--- src/rtl/dmem_pkg.sv ---
// Shared definitions for the data-memory responder and the processor datapath.
// Contents:
//   DMEM_DATA_W / DMEM_ADDR_W : default word and address widths
//   dmem_state_e              : responder FSM encoding (2'd3 is unreachable and
//                               falls back to IDLE)
//   dmem_cnt_width()          : wait-counter width for a given wait-state count
package dmem_pkg;

  localparam int DMEM_DATA_W = 16;
  localparam int DMEM_ADDR_W = 8;

  typedef enum logic [1:0] {
    IDLE = 2'd0,
    BUSY = 2'd1,
    RESP = 2'd2
  } dmem_state_e;

  // $clog2(1) is 0, so zero wait states still get a one-bit counter.
  function automatic int dmem_cnt_width(input int waits);
    return (waits > 0) ? $clog2(waits + 1) : 1;
  endfunction

endpackage

--- src/rtl/dmem_array.sv ---
// Word-addressed storage for the data-memory responder.
// Ports:
//   clk   in  clock; write and read both take effect on the rising edge
//   we    in  write enable
//   addr  in  word address (shared by write and read)
//   wdata in  write data
//   rdata out registered read data (old contents on a same-cycle write)
// The storage has no reset; contents survive a responder reset.
module dmem_array
  import dmem_pkg::*;
#(
  parameter int DATA_W = DMEM_DATA_W,
  parameter int ADDR_W = DMEM_ADDR_W
) (
  input  logic              clk,
  input  logic              we,
  input  logic [ADDR_W-1:0] addr,
  input  logic [DATA_W-1:0] wdata,
  output logic [DATA_W-1:0] rdata
);

  logic [DATA_W-1:0] mem_q [2**ADDR_W];

  always_ff @(posedge clk) begin
    if (we) begin
      mem_q[addr] <= wdata;
    end
    rdata <= mem_q[addr];
  end

endmodule

--- src/rtl/data_mem_responder.sv ---
// Responder end of the processor data-memory interface. Accepts one load or
// store at a time, inserts WAIT_CYCLES wait states, performs the access and
// presents a back-pressure-safe response.
// Ports:
//   clk       in   clock
//   reset     in   asynchronous active-high reset of all control state
//   req_valid in   request present
//   req_write in   1 = store, 0 = load
//   req_addr  in   word address
//   req_wdata in   store data
//   req_ready out  request can be accepted (IDLE)
//   rsp_valid out  response present (RESP)
//   rsp_rdata out  load data, or the stored word for a store
//   rsp_write out  response belongs to a store
//   rsp_ready in   requester takes the response
//   busy      out  a request is in flight
module data_mem_responder
  import dmem_pkg::*;
#(
  parameter int DATA_W      = DMEM_DATA_W,
  parameter int ADDR_W      = DMEM_ADDR_W,
  parameter int WAIT_CYCLES = 2
) (
  input  logic              clk,
  input  logic              reset,
  input  logic              req_valid,
  input  logic              req_write,
  input  logic [ADDR_W-1:0] req_addr,
  input  logic [DATA_W-1:0] req_wdata,
  output logic              req_ready,
  output logic              rsp_valid,
  output logic [DATA_W-1:0] rsp_rdata,
  output logic              rsp_write,
  input  logic              rsp_ready,
  output logic              busy
);

  localparam int              CNT_W    = dmem_cnt_width(WAIT_CYCLES);
  localparam logic [CNT_W-1:0] CNT_LOAD = CNT_W'(WAIT_CYCLES);

  dmem_state_e       state_q, state_d;
  logic [CNT_W-1:0]  cnt_q, cnt_d;

  logic [ADDR_W-1:0] addr_q;
  logic [DATA_W-1:0] wdata_q;
  logic              write_q;

  logic              rsp_write_q;
  logic              rsp_sel_mem_q;
  logic [DATA_W-1:0] rsp_rdata_q;

  logic              accept;
  logic              access;
  logic              rsp_done;
  logic              mem_we;
  logic [DATA_W-1:0] arr_rdata;

  assign accept   = (state_q == IDLE) && req_valid;
  assign access   = (state_q == BUSY) && (cnt_q == '0);
  assign rsp_done = (state_q == RESP) && rsp_ready;

  // State register
  always_ff @(posedge clk or posedge reset) begin
    if (reset) begin
      state_q <= IDLE;
      cnt_q   <= '0;
    end else begin
      state_q <= state_d;
      cnt_q   <= cnt_d;
    end
  end

  // Next-state logic
  always_comb begin
    state_d = state_q;
    cnt_d   = cnt_q;
    case (state_q)
      IDLE: begin
        if (req_valid) begin
          state_d = BUSY;
          cnt_d   = CNT_LOAD;
        end
      end
      BUSY: begin
        if (cnt_q != '0) begin
          cnt_d = cnt_q - CNT_W'(1);
        end else begin
          state_d = RESP;
        end
      end
      RESP: begin
        if (rsp_ready) begin
          state_d = IDLE;
        end
      end
      default: begin
        state_d = IDLE;
        cnt_d   = '0;
      end
    endcase
  end

  // Outputs decoded from state; the store strobe is combinational so that a
  // reset during BUSY removes it before the commit edge.
  always_comb begin
    req_ready = (state_q == IDLE);
    busy      = (state_q != IDLE);
    rsp_valid = (state_q == RESP);
    mem_we    = access && write_q;
  end

  // Request fields are captured only at the accepting edge.
  always_ff @(posedge clk) begin
    if (accept) begin
      addr_q  <= req_addr;
      wdata_q <= req_wdata;
      write_q <= req_write;
    end
  end

  dmem_array #(
    .DATA_W (DATA_W),
    .ADDR_W (ADDR_W)
  ) u_array (
    .clk   (clk),
    .we    (mem_we),
    .addr  (addr_q),
    .wdata (wdata_q),
    .rdata (arr_rdata)
  );

  // Load data comes straight from the array's read register while in RESP
  // (address is held and no write happens there, so it is stable). When the
  // response is taken the value is copied into rsp_rdata_q so the output
  // keeps the last response afterwards, and reset can force it to zero.
  always_ff @(posedge clk or posedge reset) begin
    if (reset) begin
      rsp_write_q   <= 1'b0;
      rsp_sel_mem_q <= 1'b0;
      rsp_rdata_q   <= '0;
    end else if (access) begin
      rsp_write_q   <= write_q;
      rsp_sel_mem_q <= !write_q;
      if (write_q) begin
        rsp_rdata_q <= wdata_q;
      end
    end else if (rsp_done) begin
      if (rsp_sel_mem_q) begin
        rsp_rdata_q <= arr_rdata;
      end
      rsp_sel_mem_q <= 1'b0;
    end
  end

  assign rsp_rdata = rsp_sel_mem_q ? arr_rdata : rsp_rdata_q;
  assign rsp_write = rsp_write_q;

endmodule

--- config.mk ---
export PLATFORM = sky130hd
export DESIGN_NAME = data_mem_responder
export DESIGN_NICKNAME = d
export VERILOG_FILES = /design/src/rtl/dmem_pkg.sv /design/src/rtl/dmem_array.sv /design/src/rtl/data_mem_responder.sv
export SDC_FILE = /design/constraint.sdc
export NUM_CORES = 2
export LEC_CHECK = 0
export CAP_MARGIN = 25
export CORE_AREA = 8 8 582 470
export DETAILED_ROUTE_END_ITERATION = 12
export DIE_AREA = 0 0 590 478
export PLACE_DENSITY = 0.76
export SLEW_MARGIN = 20
export SYNTH_ARGS = -nofsm -noshare
export SYNTH_HDL_FRONTEND = slang
export SYNTH_HIERARCHICAL = 1
export SYNTH_SLANG_ARGS = --single-unit
--- constraint.sdc ---
create_clock -name clk -period 8.21 [get_ports clk]
set_input_delay 0.821 -clock clk [delete_from_list [all_inputs] [get_ports clk]]
set_output_delay 0.821 -clock clk [all_outputs]
set_load 0.01 [all_outputs]
== Word level (Yosys, flattened, before mapping) ==
Memories as Yosys holds them, arrays and structs flattened. A register that Yosys moved wholly into a read port is not among the register bits.
Cells that the tools add are included.
Word-level totals
  memory bits (writable): 4096
  output and inout port bits: 20
  ROM bits: 0
  latch bits: 0
  bits of input ports: 29
  memories: 1
  flip-flop bits (word level): 47
  word-level logic and storage cells: 46
Cells by class
  equal/unequal tests: 7
  bitwise gates (word level): 1
  reductions and logical operators: 13
  $mul: 0
  $lt $le $gt $ge: 0
  divide/modulo/power cells: 0
  shift operators: 0
  multiplexer cells: 15
  $add $sub $neg: 1
Memories
  u_array.mem_q: words 256, width 16, read ports 1, clocked after Yosys merged registers in 1, write ports 1, line dmem_array.sv:22  | logic [DATA_W-1:0] mem_q [2**ADDR_W];
Operators with widths (number)
  $mux 16: 4
  $pmux 2 s3: 2
  $mux 2: 5
  $ne 2x2->1 const B: 3
  $reduce_and 3->1: 2
  $reduce_bool 2->1: 3
  $logic_and 1x1->1: 4
  $logic_not 2->1: 2
  $mux 1: 4
  $ne 2x1->1 const B: 2
  $eq 2x1->1 const B: 1
  $eq 2x2->1 const B: 1
  $reduce_and 2->1: 1
  $sub 2x1->2 const B: 1
  $logic_not 1->1: 1
  $not 1->1: 1

== Longest topological paths before layout ==
  word-level depth: 5
  mapped depth: 10
  depth with buffers taken out: 8

== Modules after synthesis ==
The synthesis kept the hierarchy.
By module, submodules not included
  dmem_array: area an instance 155399.0 um^2, times used 1, cells each 6727, seq. area each 123318.3 um^2
  data_mem_responder: area an instance 2152.1 um^2, times used 1, cells each 131, seq. area each 1301.2 um^2

== Least setup slack after synthesis ==
No wires, ideal clock.
  kind: flip-flop to flip-flop
  from: reg wdata_q[8]
  to: mem u_array/mem_q[0][8] (netlist bit) (data pin)
  library setup time: 0.821 ns
  cell stages (with the launch flop): 1
  clock period less this slack: 4.063 ns
  arrival time: 3.243 ns
  data required time: 7.389 ns
  path buffers: 0
  setup slack: 4.147 ns
  path through: edfxtp_1
RTL lines
  from (decl): line data_mem_responder.sv:45  | logic [DATA_W-1:0] wdata_q;
  from (signal assigned): line data_mem_responder.sv:116  | wdata_q <= req_wdata;
  to (decl): line dmem_array.sv:22
Straight into the memory's write port.

==> metrics <==
run status finished, final reports clean; Int Power 36.3 mW; xor/xnor cell area share of the yosys netlist 0.00556%; DRC errors left 0; CTS buffer count 381; Initial Utilization 59.8%; Reg clk slew, reported paths 0.07 ns; main combinational cell family by area after synthesis multiplexers; fill cell count 15.4k; row count 169; Syn Nets 6888; setup_tns 0 ns; Sw Ratio 25.1%; reg-to-reg endpoint u_array/rdata[11]; Pleak 54.6 nW; Setup WS pre-CTS 3.33 ns; number of DRC markers in iteration 0 12.9k; final core utilization 67.0%; post_cts resized 0; clock sink total 4159; reg2reg start addr_q[0]; Compound-Gate Fraction of Synth Area 3.64%; Power per Cell Area 274 nW/um2; CTS tree done; peak supply drop 357 uV; Max-Cap Viols 0; Cell Area, Synth 158000 um2; post-synthesis mux area share 15.0%; most frequent cells in the layout edfxtp_1 (4121), mux4_2 (1024), a22oi_1 (512); Skew-Pair Late Insertion Delay 0.91 ns; Final Hold Viols 0; initial antenna violation count 16; via count 78.5k; Routed Antenna Nets 0; number of global-route vias before repair 78.5k; grt ovf 0; hold_buf cts 0; Ys Warns 6; Req. time, crit path 8.91 ns; CP arrival 5.60 ns; # Post-CTS Setup Buffers 0; Synth Area in Simple Gates 0.941%; Startpoint Class register; worst slew pin tran 1.30 ns; Adder-Cell Fraction of Synth Area 0.00794%; Netlist cell types 36; vias per inst 7.07; combinational power share 13.9%; register area share after synthesis 79.1%; Routed WL 406000 um; Yosys top cell by area edfxtp_1; most common cell after layout, fill and taps aside edfxtp_1; CP endpoint kind register; syn avg cell area 23.0 um2; Die X 590 um; final critical-path setup slack 3.32 ns; area grow syn2layout 12.2%; R2R cell count 7; Ports 49; sequential power share 50.4%; final setup fails 0; CP Max Fanout 95; Synth Instances 6858; H-tree Lvls 5; WS Path Type reg2reg; post-route minimum period 4.89 ns; DR pass1 iterations 8; most area-consuming cells after synthesis edfxtp_1 (79%), mux4_2 (15%), a22oi_1 (2.4%), a21oi_1 (0.82%), clkbuf_1 (0.59%); die height 478 um; WL/cell 36.5 um; sw power 12.2 mW; RSZ-0062 raised after global routing no; Setup crit end u_array/rdata[11]; nets 7323; # port buffers 48; Hold Crit Class in2async; Layout Cells excl Fill 11.1k; Max-slew headroom 13.7%; Power Total 48.5 mW; share of post-route cells with drive strength above 1 27.6%; clock share of power 35.7%; Final Max Tran Viols 0; flop-to-flop setup slack 3.32 ns; dpl hpwl 219000 um; routability cong. 0.840; clk_skew 0.0496 ns; final period utilization 59.6%; Bufs on Longest Clock Path 4; clk root buf clkbuf_16; critical path launch point addr_q[0]; first-pass GRT wire length 577000 um; Die Area 282000 um2; all-layer global routing usage 28.4%; fmax 204 MHz; top cell type's share of synthesized area 78.5%; Placed Cells 10.4k; Core Footprint 264000 um2; #FFs+latches synth 4159; largest net degree at the start of global routing 226
==> flip-flops by register name, indices dropped and copies added, names as in the netlist <==
register,flops
rsp_write,1
addr_q,8
cnt_q,2
u_array/mem_q,4096
rsp_sel_mem_q,1
rsp_rdata_q,16
write_q,1
u_array/rdata,16
state_q,2
wdata_q,16
==> logic make-up (layout without fill, tap and decap cells) <==
family	Yosys count	in the layout
buffers and inverters	434	1174
AOI/OAI and AO/OA	840	840
and+or+nand+nor	351	351
DFF	4159	4159
other	0	13
xor gates and xnor gates	1	1
adders and majority gates	1	1
muxes	1072	1072
==> metrics by stage <==
| stage | area (um2) | hold slack [ns] |
|---|---|---|
| 2_1_floorplan | 158000 | 0.438 |
| 3_3_place_gp | 164000 | 0.464 |
| 3_5_place_dp | 164000 | 0.485 |
| 4_1_cts | 176000 | 0.270 |
| 5_1_grt | 177000 | 0.319 |
| 6_report | 177000 | 0.293 |
==> layer usage <==
layer	part of all wire [%]	wire length, um	vias up	global-route usage [%]
met3	14	57200	883	7.94
li1	-	-	30360	-
met4	4.7	19000	12	11.4
met1	35	141000	40997	39.7
met2	46	189000	6295	43.2
met5	0.019	76	-	0
==> area by class of cell <==
class	count	area, um2	share of cell area (%)
repair buffers	478	4320	2.44
diodes	13	32.5	0.0184
well taps	3505	4390	2.48
multi-input cells	2265	31400	17.8
clock inverters	205	1890	1.07
inverters	8	30.0	0.0170
flip-flops and latches	4159	125000	70.5
clock buffers	483	10100	5.70
==> power by group through the flow <==
stage	clock [mW]	sequential, mW	combinational [mW]
6_report	17.3	24.4	6.74
5_1_grt	18.2	24.4	7.00
4_1_cts	17.4	24.4	6.65
3_5_place_dp	0	24.9	6.57
3_3_place_gp	0	24.9	6.37
2_1_floorplan	0	25.5	3.55
==> critical path: stages (launching register included) <==
cell	delay (ns)
edfxtp_1	0.68
buf_12	0.54
buf_12	0.64
mux4_2	0.59
a22oi_1	0.50
a21oi_1	0.32
o41ai_1	1.00
nand4_1	0.22
==> worst min path at each step <==
stage	end	depth (start not counted)	from
6_report	rsp_rdata_q[13]	3	reset
5_1_grt	rsp_rdata_q[10]	3	reset
4_1_cts	rsp_rdata_q[13]	3	reset
3_5_place_dp	rsp_write	2	rsp_write
3_3_place_gp	rsp_sel_mem_q	1	write_q
2_1_floorplan	rsp_sel_mem_q	1	write_q
==> synth_stat cells (all sizes together) <==
cell type / instances
nand3b: 2
clkbuf: 249
nor2b: 7
o31ai: 1
mux4: 1024
or2: 3
mux2: 48
a21oi: 258
edfxtp: 4121
or3: 1
dfrtp: 22
a2bb2oi: 1
o22ai: 2
o21ai: 2
inv: 8
ha: 1
buf: 177
a22oi: 512
xor2: 1
nand4b: 1
o41ai: 64
and2: 3
nand4: 16
nand2b: 8
nor2: 234
nand3: 14
nand2: 32
dfxtp: 16
nor3: 30
Power figures use the tool's default switching activity.
